### config.mk
export PLATFORM = sky130hd
export DESIGN_NAME = axis_header_arbiter
export DESIGN_NICKNAME = d
export VERILOG_FILES = /design/src/rtl/axis_header_arbiter.sv
export SDC_FILE = /design/constraint.sdc
export NUM_CORES = 1
export LEC_CHECK = 0
export ABC_CLOCK_PERIOD_IN_PS = 3800
export CAP_MARGIN = 20
export CORE_MARGIN = 3
export CORE_UTILIZATION = 38
export CTS_BUF_LIST = sky130_fd_sc_hd__clkbuf_4 sky130_fd_sc_hd__clkbuf_8 sky130_fd_sc_hd__clkbuf_16
export DETAILED_ROUTE_END_ITERATION = 6
export PLACE_DENSITY = 0.84
export SYNTH_ARGS = -nofsm -noshare
export SYNTH_HDL_FRONTEND = slang
export SYNTH_SLANG_ARGS = --single-unit
### constraint.sdc
create_clock -name clk -period 3.8 [get_ports clk]
set_input_delay 0.76 -clock clk [delete_from_list [all_inputs] [get_ports clk]]
set_output_delay 0.76 -clock clk [all_outputs]
set_load 0.03 [all_outputs]
### src/rtl/axis_header_arbiter.sv
// axis_header_arbiter
//   Round-robin arbiter between two header requesters feeding a single header
//   inserter. One header is granted per packet. The grant is held until the
//   inserter output stream shows the end of that packet (mon_* taps).
//
//   Optional feature macro: HDR_ARB_STATS_EN
//     defined   -> per-requester delivered-header counters (16-bit, wrapping)
//     undefined -> hdr_cnt_0/1 tied to zero, no counter flops
//
// Ports
//   clk, rst_n                     clock, asynchronous active-low reset
//   req_valid_x/header_x/keep_x    requester x header offer (x = 0,1)
//   req_ready_x                    requester x header accepted (IDLE only)
//   valid_insert/header_insert/
//   keep_insert/ready_insert       granted header toward the inserter
//   mon_valid/mon_ready/mon_last   inserter output stream taps (end of packet)
//   grant_id                       requester owning the current packet
//   busy                           high whenever the state is not IDLE
//   hdr_cnt_0/1                    headers delivered per requester
//
// Handshake rule (all channels): a transfer happens on a rising edge where
// valid && ready are both high; a raised valid_insert and its payload stay
// stable until that transfer, and a granted header is never withdrawn.
module axis_header_arbiter #(
  parameter int DATA_WD      = 32,
  parameter int DATA_BYTE_WD = DATA_WD / 8
) (
  input  logic                    clk,
  input  logic                    rst_n,
  input  logic                    req_valid_0,
  input  logic [DATA_WD-1:0]      req_header_0,
  input  logic [DATA_BYTE_WD-1:0] req_keep_0,
  output logic                    req_ready_0,
  input  logic                    req_valid_1,
  input  logic [DATA_WD-1:0]      req_header_1,
  input  logic [DATA_BYTE_WD-1:0] req_keep_1,
  output logic                    req_ready_1,
  output logic                    valid_insert,
  output logic [DATA_WD-1:0]      header_insert,
  output logic [DATA_BYTE_WD-1:0] keep_insert,
  input  logic                    ready_insert,
  input  logic                    mon_valid,
  input  logic                    mon_ready,
  input  logic                    mon_last,
  output logic                    grant_id,
  output logic                    busy,
  output logic [15:0]             hdr_cnt_0,
  output logic [15:0]             hdr_cnt_1
);

  typedef enum logic [1:0] {
    IDLE     = 2'd0,
    OFFER    = 2'd1,
    WAIT_EOP = 2'd2
  } state_t;

  localparam logic [DATA_BYTE_WD-1:0] KEEP_ONE = DATA_BYTE_WD'(1);

  state_t                  state;
  logic                    last_grant;
  logic                    sel_0;
  logic                    sel_1;
  logic                    take_0;
  logic                    take_1;
  logic [DATA_BYTE_WD-1:0] cap_keep;
  logic [DATA_BYTE_WD-1:0] fixed_keep;
  logic                    eop;

  // Round-robin: under contention the requester that did not win last time
  // is selected; a lone requester always wins.
  always_comb begin
    sel_0 = req_valid_0 && (!req_valid_1 || last_grant);
    sel_1 = req_valid_1 && (!req_valid_0 || !last_grant);
  end

  // rst_n gates the ready outputs so nothing is accepted while reset is held,
  // even though the state register already reads IDLE.
  always_comb begin
    req_ready_0 = rst_n && (state == IDLE) && sel_0;
    req_ready_1 = rst_n && (state == IDLE) && sel_1;
  end

  always_comb begin
    take_0     = req_valid_0 && req_ready_0;
    take_1     = req_valid_1 && req_ready_1;
    cap_keep   = take_1 ? req_keep_1 : req_keep_0;
    // An empty keep would describe a zero-byte header; promote it to one byte.
    fixed_keep = (cap_keep == '0) ? KEEP_ONE : cap_keep;
    eop        = mon_valid && mon_ready && mon_last;
  end

  always_ff @(posedge clk or negedge rst_n) begin
    if (!rst_n) begin
      state         <= IDLE;
      valid_insert  <= 1'b0;
      header_insert <= '0;
      keep_insert   <= '0;
      grant_id      <= 1'b0;
      busy          <= 1'b0;
      last_grant    <= 1'b1;
    end else begin
      case (state)
        IDLE: begin
          if (take_0 || take_1) begin
            header_insert <= take_1 ? req_header_1 : req_header_0;
            keep_insert   <= fixed_keep;
            grant_id      <= take_1;
            valid_insert  <= 1'b1;
            busy          <= 1'b1;
            state         <= OFFER;
          end
        end
        OFFER: begin
          // End-of-packet taps seen here belong to the previous packet.
          if (ready_insert) begin
            valid_insert <= 1'b0;
            state        <= WAIT_EOP;
          end
        end
        WAIT_EOP: begin
          // Returning to IDLE here means arbitration resumes next cycle.
          if (eop) begin
            last_grant <= grant_id;
            busy       <= 1'b0;
            state      <= IDLE;
          end
        end
        default: begin
          valid_insert <= 1'b0;
          busy         <= 1'b0;
          state        <= IDLE;
        end
      endcase
    end
  end

`ifdef HDR_ARB_STATS_EN
  always_ff @(posedge clk or negedge rst_n) begin
    if (!rst_n) begin
      hdr_cnt_0 <= '0;
      hdr_cnt_1 <= '0;
    end else if (valid_insert && ready_insert) begin
      if (grant_id) hdr_cnt_1 <= hdr_cnt_1 + 16'd1;
      else          hdr_cnt_0 <= hdr_cnt_0 + 16'd1;
    end
  end
`else
  assign hdr_cnt_0 = '0;
  assign hdr_cnt_1 = '0;
`endif

endmodule

==> results.cfg <==
[worst_hold_path]
hp-class = reg -> reg
min_to = busy$_DFFE_PN0P_
worstHoldStart = busy$_DFFE_PN0P_
holdPathStages = 2

[power]
p_sw_share_pct = 43.5
p_seq_share_pct = 31.7
internal-power_uw = 1430
p_leak_uw = 0.00151
p_per_area_nw_per_um2 = 754
max-vdd-ir-drop_uv = 407
combPwrFrac_pct = 56.4
power_switching_uw = 1110
p_clk_share_pct = 11.9

[setup_path]
crit_path_start_kind = input pin
cp.required_ns = 3.04
critical_path_arrival_ns = 1.83
reg2reg_from = state[0]$_DFFE_PN0P_
reg2reg_setup_slack_ns = 2.07
critical_path_class = in -> out
cp-end-kind = primary output
rr_endpoint = keep_insert[0]$_DFFE_PN0P_
crit_path_max_fanout = 9
reg2reg_depth = 6

[grt]
grt_max_degree = 69
antenna_found_initial = 0
gr-usage-all-layers_pct = 18.2
grt_pass1_wl_mm = 9.15
grt_pass1_vias = 1938
overflow = 0

[synth]
synth_top_family_by_area = simple AND/OR/NAND/NOR gates
async_flop_share_pct = 100
netlist.area_leader.share_pct = 47.8
synth_seq_area_share_pct = 49.1
muxShareOfSynthArea_pct = 1.93
synth_edf_count = 0
synth_seq_cells = 42
synthTopCellsByArea = dfrtp_1 (48%), nand2_1 (13%), buf_4 (12%)
yosysTopAreaCell = dfrtp_1
synthCells = 256
synth_fa_ha_area_share_pct = 0
synth-simple-area-share_pct = 22.8
yosys_warnings = 0
yosysUniqueCellTypes = 21
syn_avg_cell_area_um2 = 8.38
yosys.area_share.xor_xnor_pct = 0
synth-compound-area-share_pct = 11.3
synth_area_um2 = 2140
ys.flop_type = dfrtp_1

[clock_network]
clkSinkCount = 42
numCtsBuffers = 5
clkLatencyLatePin_ns = 0.29
cts_tree = done
root_buffer = clkbuf_8
ctsResizeCount = 0
cts_hold_buf = 0
htreeDepth = 2
clk_pin_slew_worst_paths_ns = 0.08
clk_path_buf_depth = 2
post_cts_buffers = 0

[sta]
slew_violations = 0
setup-tns-final_ns = 0
worst_pin_slew_ns = 0.651
final_hold_viol_count = 0
holdWs_ns = 0.498
timing.final.crit_share_pct = 68.2
slew_headroom_pct = 56.6
setup_viol = 0
fin_skew_ns = 0.00699
fmax_mhz = 386
min_period_ns = 2.59
rsz0062_at_grt = false

[cells_and_area]
diodes = 0
fillers = 446
layout.nets = 452
utilization_pct = 63.9
synthToLayoutAreaGrowth_pct = 56.9
drive_gt1_share_pct = 5.63
final_cells = 443

[flow_run]
cap_violations = 0

[route]
routedWlPerCell_um = 13.5
via_count = 2098
final_antenna_net_count = 0
detail_route.vias_per_cell = 4.74
totalWireLength_mm = 5.99
drc = 0
drt_iter0_markers = 70
firstDrtPassIters = 4

[run_status]
status = complete, no violations

[die]
io_pins = 153
start_util_pct = 40.7
fp.coreArea_um2 = 5270
rows = 26
die_w_um = 81.1
fp.dieH_um = 81.1
die-area_um2 = 6580

[placed_design]
dpl.cell_count = 435
place_congestion = 0.711
numPortBuffers = 120
dpl.hpwl_mm = 4.38
-- sequential cells by signal, indices dropped and copies added (netlist names) --
signal / flops
keep_insert: 4
valid_insert: 1
grant_id: 1
header_insert: 32
state: 2
busy: 1
last_grant: 1
-- layout make-up --
type,instances,area [um2],area share [%]
sequential,42,1050,31.3
clock inverter,1,5.00,0.149
clock buffer,7,90.1,2.68
tap,70,87.6,2.60
multi-input combinational,197,902,26.8
timing repair buffer,124,1220,36.3
inverter,2,7.51,0.223
-- kinds of logic after synthesis --
group,Yosys count
AOI/OAI and AO/OA,40
buffers and inverters,48
DFF,42
muxes,4
other,1
and+or+nand+nor,121
-- how the worst max path moves through the flow --
stage | start | endpoint | slack, ns | cells after the start
6_report | req_valid_0 | req_ready_1 | 1.21 | 5
5_1_grt | req_valid_0 | req_ready_1 | 1.12 | 5
4_1_cts | req_valid_0 | req_ready_1 | 1.20 | 5
3_5_place_dp | req_valid_0 | req_ready_1 | 1.21 | 5
3_3_place_gp | req_valid_0 | req_ready_1 | 1.26 | 5
2_1_floorplan | rst_n | req_ready_0 | 1.63 | 4
-- Yosys cell counts (2+ instances only) --
master	number
nor3_1	3
nand2b_1	2
nor2_1	34
nand3b_1	2
buf_2	4
o21ai_0	7
nand2_1	73
buf_4	35
nand3_1	5
mux2i_1	3
a31oi_1	32
dfrtp_1	41
clkbuf_1	7
-- critical path, cell delays in order --
cell	delay (ns)
clkdlybuf4s50_1	0.51
nand2_1	0.08
nand3_2	0.08
clkinv_1	0.18
buf_4	0.23
-- per-stage QoR --
stage / setup slack (ns) / cell area (um2) / power (uW)
floorplan: 1.63 / 2260 / 1660
global placement: 1.26 / 3270 / 2230
detailed placement: 1.21 / 3270 / 2260
CTS: 1.20 / 3370 / 2560
global route: 1.12 / 3370 / 2700
finish: 1.21 / 3370 / 2540
-- layer usage --
layer  global-route usage, %  vias to the layer above  part of all wire, %
met1                    20.8                      978                   37
li1                        -                     1015                    -
met3                    6.76                        9                   11
met4                    5.24                        0                  1.5
met5                       0                        -                    0
met2                    31.7                       96                   50
-- placed cells by master, fill, tap and decap left out --
cell | netlist | routed
buf_4 | 35 | 6
a31oi_1 | 32 | 32
nor3_1 | 3 | 3
o21ai_0 | 7 | 7
dfstp_2 | 1 | 1
mux2_2 | 1 | 1
clkbuf_4 | 0 | 1
nand3b_1 | 2 | 2
nor3b_2 | 1 | 1
nand3_2 | 0 | 2
mux2i_1 | 3 | 3
o31ai_1 | 1 | 1
clkdlybuf4s50_1 | 0 | 117
conb_1 | 1 | 32
and3_1 | 1 | 1
inv_2 | 1 | 1
nor2_1 | 34 | 34
nand2b_1 | 2 | 2
buf_2 | 4 | 1
dfrtp_1 | 41 | 41
nand2_1 | 73 | 73
clkinv_1 | 1 | 1
clkbuf_8 | 0 | 6
nand3_1 | 5 | 3
clkinv_2 | 0 | 1
-- power groups by stage --
stage               registers [uW]  logic (uW)  clock network [uW]
finish                         805        1430                 303
global route                   834        1540                 324
CTS                            807        1450                 309
detailed placement             815        1440                   0
global placement               803        1420                   0
floorplan                     1230         428                   0
Note: power is estimated with default switching activity, not from simulation.
